File: config.mk
export PLATFORM = sky130hd
export DESIGN_NAME = psum_acc_drain
export DESIGN_NICKNAME = d
export VERILOG_FILES = /design/src/rtl/psum_acc_drain.sv
export SDC_FILE = /design/constraint.sdc
export NUM_CORES = 1
export LEC_CHECK = 0
export BUFFER_PORTS_ARGS = -buffer_cell sky130_fd_sc_hd__buf_4
export CAP_MARGIN = 30
export CORE_AREA = 2 2 78 58
export CTS_CLUSTER_DIAMETER = 60
export DETAILED_ROUTE_END_ITERATION = 8
export DIE_AREA = 0 0 80 60
export MAX_ROUTING_LAYER = met4
export PLACE_DENSITY = 0.86
export SLEW_MARGIN = 20
export SYNTH_ARGS = -nofsm -noshare
export SYNTH_HDL_FRONTEND = slang
export SYNTH_SLANG_ARGS = --single-unit
File: constraint.sdc
create_clock -name clk -period 3.8 [get_ports clk]
set_clock_uncertainty 0.05 [all_clocks]
set_input_delay 0.57 -clock clk [delete_from_list [all_inputs] [get_ports clk]]
set_output_delay 0.57 -clock clk [all_outputs]
set_load 0.01 [all_outputs]
File: src/rtl/psum_acc_drain.sv
// Pops acc_len signed partial sums from a registered-read FIFO, accumulates them with
// saturation, optionally clamps negatives to zero, and presents the result on a valid/ready port.
module psum_acc_drain #(
  parameter  int bw_psum = 12,
  parameter  int bw_acc  = 16,
  parameter  int pr      = 8,
  localparam int cnt_w   = $clog2(pr) + 1
) (
  input  logic               clk,
  input  logic               reset,
  input  logic               start,
  input  logic [cnt_w-1:0]   acc_len,
  input  logic               relu_en,
  input  logic               fifo_empty,
  output logic               fifo_rd_en,
  input  logic [bw_psum-1:0] fifo_rd_data,
  output logic               out_valid,
  input  logic               out_ready,
  output logic [bw_acc-1:0]  out_data,
  output logic               busy,
  output logic               done
);

  typedef enum logic [1:0] {S_IDLE, S_ACC, S_OUT} state_t;

  localparam logic signed [bw_acc-1:0] SAT_MAX = {1'b0, {(bw_acc-1){1'b1}}};
  localparam logic signed [bw_acc-1:0] SAT_MIN = {1'b1, {(bw_acc-1){1'b0}}};

  state_t                    r_state;
  logic signed [bw_acc-1:0]  r_sum;
  logic        [cnt_w-1:0]   r_len;
  logic        [cnt_w-1:0]   r_iss;
  logic        [cnt_w-1:0]   r_rcv;
  logic                      r_relu;
  logic                      r_dv;

  logic signed [bw_acc:0]    w_rd_ext;
  logic signed [bw_acc:0]    w_sum_ext;
  logic signed [bw_acc:0]    w_add;
  logic signed [bw_acc-1:0]  w_sat;

  // One guard bit above the accumulator; a disagreement between the top two bits is overflow.
  assign w_rd_ext  = {{(bw_acc+1-bw_psum){fifo_rd_data[bw_psum-1]}}, fifo_rd_data};
  assign w_sum_ext = {r_sum[bw_acc-1], r_sum};
  assign w_add     = w_rd_ext + w_sum_ext;
  assign w_sat     = (w_add[bw_acc] != w_add[bw_acc-1]) ? (w_add[bw_acc] ? SAT_MIN : SAT_MAX)
                                                        : w_add[bw_acc-1:0];

  // Outputs are decodes of registered state, forced low while reset is held.
  assign fifo_rd_en = !reset && (r_state == S_ACC) && (r_iss < r_len) && !fifo_empty;
  assign out_valid  = !reset && (r_state == S_OUT);
  assign out_data   = (!out_valid || (r_relu && r_sum[bw_acc-1])) ? '0 : r_sum;
  assign busy       = !reset && (r_state != S_IDLE);
  assign done       = out_valid && out_ready;

  always_ff @(posedge clk) begin
    if (reset) begin
      r_state <= S_IDLE;
      r_sum   <= '0;
      r_len   <= '0;
      r_iss   <= '0;
      r_rcv   <= '0;
      r_relu  <= 1'b0;
      r_dv    <= 1'b0;
    end else begin
      r_dv <= 1'b0;
      case (r_state)
        S_IDLE: begin
          if (start) begin
            r_len   <= acc_len;
            r_relu  <= relu_en;
            r_sum   <= '0;
            r_iss   <= '0;
            r_rcv   <= '0;
            r_state <= (acc_len == '0) ? S_OUT : S_ACC;
          end
        end
        S_ACC: begin
          if (fifo_rd_en) r_iss <= r_iss + 1'b1;
          r_dv <= fifo_rd_en;
          // Read data lands one cycle after the pop; the last word moves straight to OUT.
          if (r_dv) begin
            r_sum <= w_sat;
            r_rcv <= r_rcv + 1'b1;
            if (r_rcv == r_len - 1'b1) r_state <= S_OUT;
          end
        end
        S_OUT: begin
          if (out_ready) r_state <= S_IDLE;
        end
        default: r_state <= S_IDLE;
      endcase
    end
  end

endmodule

# Yosys cells after proc, flatten, opt, wreduce, memory -nomap -nowiden
# Index checks and enable logic that the tools add are counted.
[totals]
regBits = 32
inputBits = 22
output_inout_bits = 20
wordCells = 59
[classes]
add_sub_neg = 4
order_cmp = 1
n_eq_ne = 9
muxes = 17
n_bitwise = 1
reduce_logical = 20
[ops]
columns = ["operator", "n"]
rows = [
  ["$mux 16", 5],
  ["$pmux 16 s2", 1],
  ["$add 12x16->17", 1],
  ["$pmux 4 s2", 2],
  ["$mux 4", 3],
  ["$mux 2", 5],
  ["$add 4x1->4 const B", 2],
  ["$ne 2x2->1 const B", 4],
  ["$logic_and 1x1->1", 7],
  ["$pmux 2 s3", 1],
  ["$reduce_and 3->1", 2],
  ["$eq 4x4->1", 1],
  ["$logic_not 4->1", 1],
  ["$lt 4x4->1", 1],
  ["$reduce_and 4->1", 1],
  ["$reduce_bool 2->1", 2],
  ["$sub 4x1->4 const B", 1],
  ["$logic_not 1->1", 3],
  ["$eq 2x1->1 const B", 1],
  ["$eq 2x2->1 const B", 1],
  ["$logic_not 2->1", 1],
  ["$ne 2x1->1 const B", 1],
  ["$reduce_and 2->1", 1],
  ["$reduce_or 2->1", 1],
  ["3 further kinds", 3],
]

# Longest topological paths before layout
[depth]
word_depth = 6
ltp_mapped = 10
ltp_nobuf = 8

# Worst setup path after synthesis
# OpenSTA, ideal clock, no wires.
[synth_timing]
path_kind = "input -> register"
from = "input port fifo_rd_data[8]"
to = "register r_sum[1]"
setup_time_ns = 0.122
arrival_time_ns = 2.409
required_time_ns = 3.628
setup_slack_ns = 1.219
cell_stages = 10
n_path_buf = 3
path_cell_list = "ha_1 > buf_6 > a21oi_2 > o21ai_1 > a221o_1 > nor3_1 > and4b_1 > buf_6 > buf_6 > a221o_1"
[synth_via]
elab_chain_len = 5
elab_cells_between_ends = 6
classes_between = "add/sub (1); eq/ne (1); mux (4)"
[synth_lines]
columns = ["item", "line_no", "text"]
rows = [
  ["start, declared", "16", "input logic [bw_psum-1:0] fifo_rd_data,"],
  ["$add 12x16->17 *", "45", "assign w_add = w_rd_ext + w_sum_ext;"],
  ["$mux 16 / $ne 1x1->1 (equally long branches)", "46", "assign w_sat = (w_add[bw_acc] != w_add[bw_acc-1]) ? (w_add[bw_acc] ? SAT_MIN : SAT_MAX)"],
  ["$mux 16 *", "46", ""],
  ["$mux 16 *", "82", "if (r_dv) begin"],
  ["$pmux 16 s2 *", "67", "case (r_state)"],
  ["end signal, assigned", "83", "r_sum <= w_sat;"],
  ["end, declared", "30", "logic signed [bw_acc-1:0] r_sum;"],
]
# Every way passes the cells marked *; elsewhere a longest branch is shown, timed or not. The select of a mux whose other input is x is not followed.
# A chain may end at the register's enable or synchronous reset.

# Worst setup path in the final report
[layout_timing]
from = "register r_state[0]"
to = "output port fifo_rd_en"
[layout_via]
elab_chain_len = 4
[layout_lines]
columns = ["item", "line_no", "text"]
rows = [
  ["start, declared", "29", "state_t r_state;"],
  ["start signal, assigned", "75", "r_state <= (acc_len == '0) ? S_OUT : S_ACC;"],
  ["$eq 2x1->1", "50", "assign fifo_rd_en = !reset && (r_state == S_ACC) && (r_iss < r_len) && !fifo_empty;"],
  ["$logic_and 1x1->1 (3 in a row)", "50", ""],
  ["end, declared", "15", "output logic fifo_rd_en,"],
]
# Every way passes these cells.

==> results by group <==
Status
  • Outcome: completed

Floorplanning
  • Die width: ~80 um
  • Die height: 60 um
  • DIE AREA: ~0.0048 mm^2
  • Row count: 20
  • Ports: 42
  • Core Box Area: ~0.0041 mm^2
  • Initial Util: 0.573

Synthesis
  • Synth Instances: 282
  • Post-synthesis mux area share: 0.00426
  • Compound-Gate Fraction of Synth Area: 0.259
  • Share of the synthesized area in the top cell type: 0.272
  • Cell taking the most area after synthesis: dfxtp_1
  • Sequential cell area fraction in the yosys report: 0.272
  • Ys async rst share: 0
  • EDFF count, synth: 0
  • Main synth FF type: dfxtp_1
  • Synth Area in Simple Gates: 0.224
  • Synth Area per Inst: 8.34 um^2
  • Synth Register Bits: 32
  • Netlist cell types: around 50
  • Net count after synthesis: 327
  • Post-Syn Area: roughly 0.0024 mm^2
  • Adder-cell share of the synthesized area: 0.126
  • Ys Warns: 0
  • Ranking of synthesized cells by area: dfxtp_1 (27%), ha_1 (12%), a221o_1 (6.4%)
  • Combinational family with the most area after synthesis: compound AO/OA/AOI/OAI gates
  • Xor/xnor share of the synthesized area: 0.0708

Final layout
  • Sequential Area: between 600 and 700 um^2
  • Most frequent cells in the layout: buf_4 (43), dfxtp_1 (32), nand2_1 (29)
  • Fraction of layout cells with a size suffix above 1: 0.174
  • Area of the multi-input gates: 0.00161 mm^2
  • Diodes inserted: 0
  • Final net count: between 300 and 400
  • Fill cells: roughly 370
  • Most common cell after layout, fill and taps aside: buf_4
  • Fin util: 0.677
  • Area Growth Syn to Fin: 18.3%

Setup path
  • WS Path Type: flip-flop to output pin
  • Startpoint types: flip-flop
  • Worst r2r src: r_sum[6]
  • Worst setup path start: r_state[0]
  • Critical path fanouts, max: 6
  • WP data required: around 3200 ps
  • Critical Path AT: ~2100 ps
  • CP Capture Type: output pin

Drt
  • ANT nets after route: 0
  • Drt drc: 0
  • Via count: 2303
  • WL final: 6.10 mm
  • Iteration-0 DRC Markers: about 220
  • Avg WL per Cell: 16.2 um
  • Drt pass-1 iters: 5
  • Vias/cell: between 6 and 7

GRT
  • Vias in the first global route: approximately 2100
  • First-pass GRT wire length: between 9 and 10 mm
  • Initial antenna violation count: 0
  • Total congestion overflow: 0
  • Pin count of the biggest net entering global routing: 19
  • GRT Util Overall: 0.267

Placement
  • Routability cong.: 0.924
  • I/O Buffers: 41
  • Dpl ws: roughly 900 ps
  • Post-DP HPWL: 4.44 mm

Timing
  • Part of the cycle the worst path needs: 0.708
  • Final min period: between 2000 and 3000 ps
  • Hold Slack: ~430 ps
  • Final setup margin: 1110 ps
  • Max_slew headroom: 0.580
  • RSZ-0062 raised after global routing: no
  • Slew Viols, Final: 0
  • Worst-Margin Slew: around 630 ps
  • Setup TNS: 0 ps
  • Hold Violations, Final: 0
  • Final setup viols: 0
  • Peak Freq: 372 MHz

Clock network
  • Reg clk slew, reported paths: 70 ps
  • CTS Buf Count: 5
  • Clock insertion delay at the later pin of the skew report: ~290 ps
  • Post-CTS Hold Fix Bufs: 0
  • CTS tree: done
  • Bufs on Longest Clock Path: 2
  • CTS H-tree depth: 2
  • Clock Sinks: 32
  • # Post-CTS Setup Buffers: 0
  • PostCTS Resize Cnt: 0
  • CTS Root Cell: clkbuf_8

Pwr
  • Total power: ~0.00085 W
  • Pwr dens: a little over 300 mW/mm^2
  • Max IR drop VDD: between 0.00015 and 0.0002 V
  • Leakage: ~1.2 nW

Worst hold path
  • Hold wc startpoint: r_relu
  • Hold WC Path Type: flip-flop to flip-flop

Run
  • MaxCap Viol Count: 0
-- layer usage --
metal | track usage | wire length [um] | vias to the layer above
met2 | 0.385 | 2720 | 107
met5 | - | 0 | -
met3 | 0.0544 | 463 | 6
met4 | 0.0751 | 42 | 0
li1 | - | - | 1124
met1 | 0.379 | 2870 | 1066
-- path summary, 6_finish.rpt --
kind                              endpoint  slack [ps]  depth (start not counted)
worst max register to register    r_sum[2]        1210                          7
worst min-delay path                r_relu         430                          2
worst min register to register      r_relu         430                          2
worst max-delay path            fifo_rd_en        1110                          5
-- cell families (layout without fill, tap and decap cells) --
family	count (synthesis)	after routing
AOI/OAI and AO/OA	86	86
xor gates and xnor gates	19	19
adders and majority gates	23	23
buffers and inverters	19	59
DFF	32	32
muxes	1	1
and+or+nand+nor	102	102
-- critical path: stages, from the launching register on --
cell     delay, ps
dfxtp_1        420
nor2b_1        400
nor4b_1        410
o21ai_1        260
inv_1          160
buf_4          130
-- report_power, final --
part	leakage [nW]	internal (W)	switching (W)	total (W)
clock network	0.0541	0.000194	0.000137	0.000331
registers	0.259	0.000345	0.0000122	0.000358
logic	0.923	0.0000661	0.0000908	0.000157
-- state kept, by name (all words and copies together), names as in the netlist --
signal	cells
r_iss	4
r_dv	1
r_sum	16
r_rcv	4
r_state	2
r_relu	1
r_len	4
-- area by class of cell --
class                      count  area share
tap                           55      0.0248
clock buffer                   5      0.0248
sequential                    32       0.230
clock inverter                 3      0.0153
timing repair buffer          43       0.116
multi-input combinational    231       0.578
inverter                       8      0.0108
-- per-stage QoR --
stage | std cells | cell area, um^2
global placement | 368 | 2660
global route | 377 | 2780
CTS | 376 | 2770
finish | 377 | 2780
detailed placement | 368 | 2660
floorplan | 282 | 2350
-- cell usage after synthesis, drive strengths merged (3+ instances only) --
master / count
clkbuf: 5
nor2: 19
nand2b: 6
and4: 3
o21a: 4
o21ai: 14
or3: 3
inv: 8
a221o: 15
o211ai: 6
dfxtp: 32
buf: 6
a211oi: 4
xor2: 10
xnor2: 9
a21oi: 28
nor3: 3
ha: 22
and2: 20
nand2: 29
nand3: 7
nand4: 3
(Power assumes the default switching activity.)
